<file path="src/rtl/fanout_lane_arbiter.sv">
// Round-robin arbiter sharing one 3-way fan-out lane among NREQ requesters, with a
// forced one-cycle gap between owners. Optional hold watchdog: FANOUT_ARB_TIMEOUT_EN.
module fanout_lane_arbiter #(
    parameter int NREQ     = 4,
    parameter int IDX_W    = 2,
    parameter int MAX_HOLD = 8
) (
    input  logic             clk,
    input  logic             rst,
    input  logic             ena,
    input  logic [NREQ-1:0]  req,
    input  logic [NREQ-1:0]  rel,
    input  logic [NREQ-1:0]  din,
    output logic [NREQ-1:0]  gnt,
    output logic [IDX_W-1:0] owner,
    output logic             busy,
    output logic [2:0]       lane_out,
    output logic             timeout
);

    typedef enum logic [1:0] {
        IDLE  = 2'd0,
        GRANT = 2'd1,
        GAP   = 2'd2
    } state_e;

    state_e           state_q, state_d;
    logic [NREQ-1:0]  gnt_q, gnt_d;
    logic [IDX_W-1:0] owner_q, owner_d;
    logic [IDX_W-1:0] rr_ptr_q, rr_ptr_d;
    logic [2:0]       lane_q, lane_d;

    logic             found;
    logic [IDX_W-1:0] sel;
    logic             owner_rel;
    logic             force_rel;

    // First requesting index, scanning circularly upward from rr_ptr.
    always_comb begin
        found = 1'b0;
        sel   = rr_ptr_q;
        for (int i = 0; i < NREQ; i++) begin
            if (!found && req[IDX_W'((int'(rr_ptr_q) + i) % NREQ)]) begin
                found = 1'b1;
                sel   = IDX_W'((int'(rr_ptr_q) + i) % NREQ);
            end
        end
    end

    assign owner_rel = rel[owner_q] | ~req[owner_q];

`ifdef FANOUT_ARB_TIMEOUT_EN
    logic [7:0] hold_cnt_q, hold_cnt_d;
    logic       timeout_q, timeout_d;

    // A normal release on the same edge wins, so the watchdog only fires without one.
    assign force_rel = (state_q == GRANT) && !owner_rel && (hold_cnt_q == 8'(MAX_HOLD - 1));

    always_comb begin
        hold_cnt_d = hold_cnt_q;
        timeout_d  = 1'b0;
        if (state_q == GRANT) begin
            if (force_rel) begin
                timeout_d = 1'b1;
            end else if (!owner_rel && hold_cnt_q != 8'hFF) begin
                hold_cnt_d = hold_cnt_q + 8'd1;
            end
        end else if (found) begin
            hold_cnt_d = 8'd0;
        end
    end

    always_ff @(posedge clk) begin
        if (rst) begin
            hold_cnt_q <= 8'd0;
            timeout_q  <= 1'b0;
        end else if (ena) begin
            hold_cnt_q <= hold_cnt_d;
            timeout_q  <= timeout_d;
        end
    end

    assign timeout = timeout_q;
`else
    assign force_rel = 1'b0;
    assign timeout   = 1'b0;
`endif

    always_comb begin
        state_d  = state_q;
        gnt_d    = gnt_q;
        owner_d  = owner_q;
        rr_ptr_d = rr_ptr_q;
        lane_d   = (state_q == GRANT) ? {3{din[owner_q]}} : 3'b000;
        case (state_q)
            GRANT: begin
                if (owner_rel || force_rel) begin
                    state_d  = GAP;
                    gnt_d    = '0;
                    rr_ptr_d = IDX_W'((int'(owner_q) + 1) % NREQ);
                end
            end
            default: begin
                if (found) begin
                    state_d = GRANT;
                    gnt_d   = {{(NREQ-1){1'b0}}, 1'b1} << sel;
                    owner_d = sel;
                end else begin
                    state_d = IDLE;
                end
            end
        endcase
    end

    always_ff @(posedge clk) begin
        if (rst) begin
            state_q  <= IDLE;
            gnt_q    <= '0;
            owner_q  <= '0;
            rr_ptr_q <= '0;
            lane_q   <= 3'b000;
        end else if (ena) begin
            state_q  <= state_d;
            gnt_q    <= gnt_d;
            owner_q  <= owner_d;
            rr_ptr_q <= rr_ptr_d;
            lane_q   <= lane_d;
        end
    end

    assign gnt      = gnt_q;
    assign owner    = owner_q;
    assign busy     = (state_q == GRANT);
    assign lane_out = lane_q;

endmodule
</file>
<file path="config.mk">
export PLATFORM = sky130hd
export DESIGN_NAME = fanout_lane_arbiter
export DESIGN_NICKNAME = d
export VERILOG_FILES = /design/src/rtl/fanout_lane_arbiter.sv
export SDC_FILE = /design/constraint.sdc
export NUM_CORES = 1
export LEC_CHECK = 0
export CAP_MARGIN = 25
export CORE_UTILIZATION = 40
export CTS_CLUSTER_DIAMETER = 40
export DETAILED_ROUTE_END_ITERATION = 6
export DONT_BUFFER_PORTS = 1
export GPL_TIMING_DRIVEN = 0
export PLACE_DENSITY_LB_ADDON = 0.05
export REMOVE_ABC_BUFFERS = 1
export SLEW_MARGIN = 20
export SYNTH_ARGS = -nofsm -noshare
export SYNTH_HDL_FRONTEND = slang
export SYNTH_SLANG_ARGS = --single-unit
export TNS_END_PERCENT = 20
</file>
<file path="constraint.sdc">
create_clock -name clk -period 1.7 [get_ports clk]
set_input_delay 0.085 -clock clk [delete_from_list [all_inputs] [get_ports clk]]
set_output_delay 0.085 -clock clk [all_outputs]
set_load 0.02 [all_outputs]
</file>
==> results of run 1 <==
==> area by class of cell <==
cell class              instances  area [um^2]
multi-input cells              56          382
well taps                      16         20.0
flip-flops and latches         11          223
clock buffers                   4         26.3
fillers                       156          821
inverters                       4         15.0
repair buffers                  2         20.0
==> metrics by stage <==
| stage | worst slack, ns | hold WS (ns) | cells | utilization (%) |
|---|---|---|---|---|
| 2_1_floorplan | 0.244 | 0.147 | 71 | - |
| 4_1_cts | 0.0124 | 0.0176 | 93 | 45.2 |
| 5_1_grt | 0.153 | 0.0290 | 93 | 45.5 |
| 6_report | 0.238 | 0.0239 | 93 | 45.5 |
| 3_3_place_gp | 0.0234 | 0.149 | 87 | 42.1 |
| 3_5_place_dp | 0.0402 | 0.152 | 87 | 42.1 |
==> timing repair <==
action | 4_1_cts | 5_1_grt
hold endpoints to repair | 11 | 0
gates resized for setup | 0 | 3
hold buffers | 2 | 0
setup endpoints to repair | 0 | 3
==> layer usage <==
| metal | vias to the layer above | GRT usage [%] |
|---|---|---|
| met5 | - | 0 |
| met2 | 15 | 22.2 |
| met1 | 239 | 20.7 |
| met4 | 0 | 4.38 |
| li1 | 273 | - |
| met3 | 0 | 7.33 |
==> layout by cell type, fill, tap and decap left out, drive strengths merged, types with 2 or more instances in the layout <==
cell type	count
a21oi	14
clkbuf	4
dfxtp	11
dlygate4sd3	2
inv	4
nand2	9
nand3	6
nand3b	2
nor2	2
nor2b	3
o21ai	2
or2	2
==> worst register-to-register path: cells and delay by family, from the launching register on <==
family          cells  cell delay [ns]
flops               1             0.50
simple gates        3             0.56
compound gates      2             0.33
==> report_power, final <==
part           internal (uW)  switching [uW]  leakage, uW
Combinational           38.1            50.2     0.000132
Sequential               271            24.8    0.0000905
Clock                   90.8            85.6    0.0000150
==> kinds of logic after synthesis <==
kind of cell,after synthesis
AND/OR/NAND/NOR,31
buffers and inverters,10
AO/OA/AOI/OAI,21
XOR/XNOR,1
other,1
flip-flops,11
multiplexers,2
==> state kept, by name (all words and copies together), names as in the netlist <==
| signal | flops |
|---|---|
| owner | 2 |
| state_q | 2 |
| gnt | 4 |
| lane_out | 1 |
| rr_ptr_q | 2 |
==> worst paths after layout <==
kind,cells after the start,from,slack [ns],to
max reg2reg,5,owner[0],0.24,rr_ptr_q[0]
max,5,owner[0],0.24,rr_ptr_q[0]
min reg2reg,2,state_q[0],0.48,state_q[0]
min,2,ena,0.02,state_q[1]
==> out/metrics.yaml, run 1 <==
die_w_um: 42.3
crit_family: "simple AND/OR/NAND/NOR gates"
crit_slowest_cell: "dfxtp_2"
crit_buf_inv: 0
drt-vias-per-instance: 5.67
start_util_pct: 43.2
clk_pin_slew_ns: 0.07
topRoutingLayerUsed: "met3"
period_share_pct: 86.0
drv.max_cap_violation_count: 0
fmax_ghz: 0.684
syn_to_final_growth_pct: 5.38
gp_congestion: 0.735
crit_chain: "nor3b_1, a21oi_2, nand4_4, or2_1, a21oi_1"
antennaDiodeCount: 0
leakage_uw: 0.000237
crit_path_end_kind: "flip-flop"
setup.worst_path.class: "reg -> reg"
nets: 93
synthMuxAreaShare_pct: 5.00
setup_viol: 0
fin_area_um2: 686
hold_violations: 0
wl_mm: 1.34
drv_slew: 0
cts_setup_buffers: 0
grt_start_max_net_pins: 12
synth_area_per_cell_um2: 8.45
core-area_mm2: 0.00151
die_h_um: 42.3
synthTopCellsByCount: "dfxtp_1, a21oi_1, nand2_1"
required_ns: 1.90
wl_met3_um: 79
grt_overflow: 0
ys_types: 32
ys.flop_type: "dfxtp_1"
yosys.area_share.xor_xnor_pct: 1.35
synth_top_area_share_pct: 33.8
drcViolationCount: 0
route.met2.wl_um: 598
cts_inserted_buffers: 3
yosys.area_share.adder_pct: 0
rows: 14
yosysMostFrequentCell: "dfxtp_1"
first_pass_iters: 3
clock_latency_ns: 0.26
antenna_found_initial: 0
synth-edff-count: 0
grt_pass1_vias: 459
placed_area_um2: 634
clock-sinks: 11
worst_pin_slew_ns: 0.590
tns_ns: 0
ioPinCount: 26
synthTopCellsByArea: "dfxtp_1, a21oi_1, a21oi_2, nand3_1, nand2_1"
async_flop_share_pct: 0
cts.path.max_buffers: 2
ys_seq_area_share_pct: 33.8
status: "complete, no violations"
vdd_drop_max_mv: 0.437
tritoncts: "built"
cp_max_fo: 9
finalClockSkew_ns: 0.00184
slowest_delay_ns: 0.50
rsz0062_at_grt: "no"
grt_pass1_wl_mm: 2.04
track_usage_pct: 15.5
postSynthCellCount: 77
powerDensity_mw_per_mm2: 817
crit_path_start_kind: "flip-flop"
yosys.area_share.simple_pct: 28.8
io_buffers: 0
synth-seq-cells: 11
dr.first_iter.drc_count: 3
finalPower_uw: 560
wl_met1_um: 660
wire_per_inst_um: 14.4
ant_nets: 0
dieArea_mm2: 0.00179
min_path_type: "in -> reg"
period_needed_ns: 1.46
yosysWarnings: 0
max-slew-margin-rel_pct: 60.6
drive_gt1_share_pct: 20.8
arrival_ns: 1.66
yosys.area.top_type: "dfxtp_1"
htree_levels: 1
cts.root.buffer_cell: "clkbuf_4"
dr_total_vias: 527
synth_top_family_by_area: "simple AND/OR/NAND/NOR gates"
dp_hpwl_um: 944
synth_compound_area_share_pct: 22.5
synth_area_um2: 651
(Power assumes the default switching activity.)
==> run 2: changes to the inputs <==
--- a/config.mk
+++ b/config.mk
@@ -6,6 +6,7 @@
 export NUM_CORES = 1
 export LEC_CHECK = 0
 export CAP_MARGIN = 25
+export CORE_MARGIN = 5
 export CORE_UTILIZATION = 40
 export CTS_CLUSTER_DIAMETER = 40
 export DETAILED_ROUTE_END_ITERATION = 6
==> run 2 against run 1 <==
Register-to-register slack is essentially flat; worst hold slack better by 0.015 ns; sequential share of layout area unchanged; clock power hardly changed; fmax is essentially flat; global-route usage down 3.1 points; flip-flop and latch count unchanged; die area grew 41%; final cell count unchanged; critical endpoint unchanged; largest cell class unchanged.
==> out/metrics.yaml, run 2 (synthesis results as in run 1) <==
antenna_found_initial: 0  # unchanged
wire_per_inst_um: 15.8  # +9.5%
powerDensity_mw_per_mm2: 816  # about the same
placed_area_um2: 634  # unchanged
tns_ns: 0  # unchanged
vdd_drop_max_mv: 0.354  # -19%
drive_gt1_share_pct: 20.8  # unchanged
required_ns: 1.90  # about the same
whs_ns: 0.0386  # +0.0147 ns
track_usage_pct: 12.3  # -3.1 points
finalClockSkew_ns: 0.000643  # -0.00119 ns
leakage_uw: 0.000237  # unchanged
timing.rr.start: "owner[0]"
arrival_ns: 1.66  # about the same
period_share_pct: 86.0  # about the same
gp_congestion: 0.686  # -6.7%
dp_hpwl_mm: 1.06  # +12%
setup_viol: 0  # unchanged
clock_latency_ns: 0.27  # about the same
crit_chain: "nor3b_1, a21oi_2, nand4_4, or2_1, a21oi_1"
setup.worst_path.class: "reg -> reg"
crit_slowest_cell: "dfxtp_2"
r2r_setup_slack_ns: 0.24  # about the same
syn_to_final_growth_pct: 5.38  # unchanged
period_needed_ns: 1.46  # +0.000402 ns
grt_pass1_vias: 533  # +16%
grt_start_max_net_pins: 12  # unchanged
hold_path_depth: 2  # unchanged
cts_inserted_buffers: 3  # unchanged
min_path_type: "in -> reg"
final_common_cell: "a21oi_1"
reg2reg_depth: 5  # unchanged
io_buffers: 0  # unchanged
cts.path.max_buffers: 2  # unchanged
r2r_end: "rr_ptr_q[0]"
worstHoldStart: "ena"
cp_max_fo: 9  # unchanged
core-area_mm2: 0.00152  # +1.2%
fmax_ghz: 0.684  # about the same
ant_nets: 0  # unchanged
largest_reg_flops: 4  # unchanged
wl_mm: 1.47  # +9.5%
die_w_um: 50.3  # +19%
crit_buf_inv: 0  # unchanged
slowest_delay_ns: 0.50  # about the same
holdPathEnd: "state_q[1]"
cts.root.buffer_cell: "clkbuf_4"
drt-vias-per-instance: 5.83  # +2.8%
clk_pin_slew_ns: 0.07  # about the same
ioPinCount: 26  # unchanged
first_pass_iters: 4  # +1
die_h_um: 50.3  # +19%
hold_violations: 0  # unchanged
clock-sinks: 11  # unchanged
grt_overflow: 0  # unchanged
rsz0062_at_grt: "no"
rows: 14  # unchanged
crit_family: "simple AND/OR/NAND/NOR gates"
dr.first_iter.drc_count: 9  # +6
fin_area_um2: 686  # unchanged
max-slew-margin-rel_pct: 59.9  # -0.64 points
nets: 93  # unchanged
antennaDiodeCount: 0  # unchanged
crit_path_end_kind: "flip-flop"
grt_pass1_wl_mm: 2.44  # +20%
dieArea_mm2: 0.00253  # +41%
drcViolationCount: 0  # unchanged
htree_levels: 1  # unchanged
drv_slew: 0  # unchanged
dr_total_vias: 542  # +2.8%
final_cell_mix: "a21oi_1, dfxtp_1, nand2_1"
status: "complete, no violations"
tritoncts: "built"
start_util_pct: 42.7  # -0.50 points
drv.max_cap_violation_count: 0  # unchanged
worst_pin_slew_ns: 0.600  # +0.00958 ns
crit_path_start_kind: "flip-flop"
-- run 2: cell counts in the layout (fill, tap and decap cells not counted) --
No cell type changed its count.
-- run 2: worst max path at each step --
stage / startpoint / endpoint / cells after the start
after global placement: owner[0] / rr_ptr_q[0] / 5
after floorplan: owner[0] / rr_ptr_q[0] / 5
after CTS: owner[0] / rr_ptr_q[0] / 5
final: owner[0] / rr_ptr_q[0] / 5
after detailed placement: owner[0] / rr_ptr_q[0] / 5
after global routing: owner[0] / rr_ptr_q[0] / 5
-- run 2: layout make-up --
class	instances	area, um^2
fillers	162	838
multi-input cells	56	382
flip-flops and latches	11	223
clock buffers	4	26.3
repair buffers	2	20.0
well taps	16	20.0
inverters	4	15.0
-- run 2: where the power goes --
group          leakage (uW)  internal, uW  switching [uW]
clock network     0.0000150          90.8            84.1
logic              0.000132          38.1            50.1
registers         0.0000905           271            25.7
total              0.000237           400             160
-- run 2: per-layer routing --
layer / track usage (%) / wire length (um) / up-vias
li1: - / - / 273
met2: 17.8 / 694 / 11
met1: 16.5 / 657 / 256
met5: 0 / 0 / -
met4: 2.55 / 8 / 0
met3: 6.21 / 104 / 2
-- run 2: what timing repair did --
action | in CTS | in global routing
setup endpoints to repair | 0 | 7
endpoints found under the hold margin | 11 | 0
hold buffers | 2 | 0
gates resized for setup | 0 | 3
buffers inserted | 0 | 0
-- run 2: per-stage QoR --
step | worst slack, ns | std cells | total power [uW] | utilization (%)
after floorplan | 0.244 | 71 | 367 | -
after global placement | 0.0533 | 87 | 381 | 41.6
after detailed placement | 0.0361 | 87 | 382 | 41.6
after CTS | 0.0106 | 93 | 569 | 44.7
after global routing | 0.112 | 93 | 599 | 45.0
final | 0.237 | 93 | 560 | 45.0
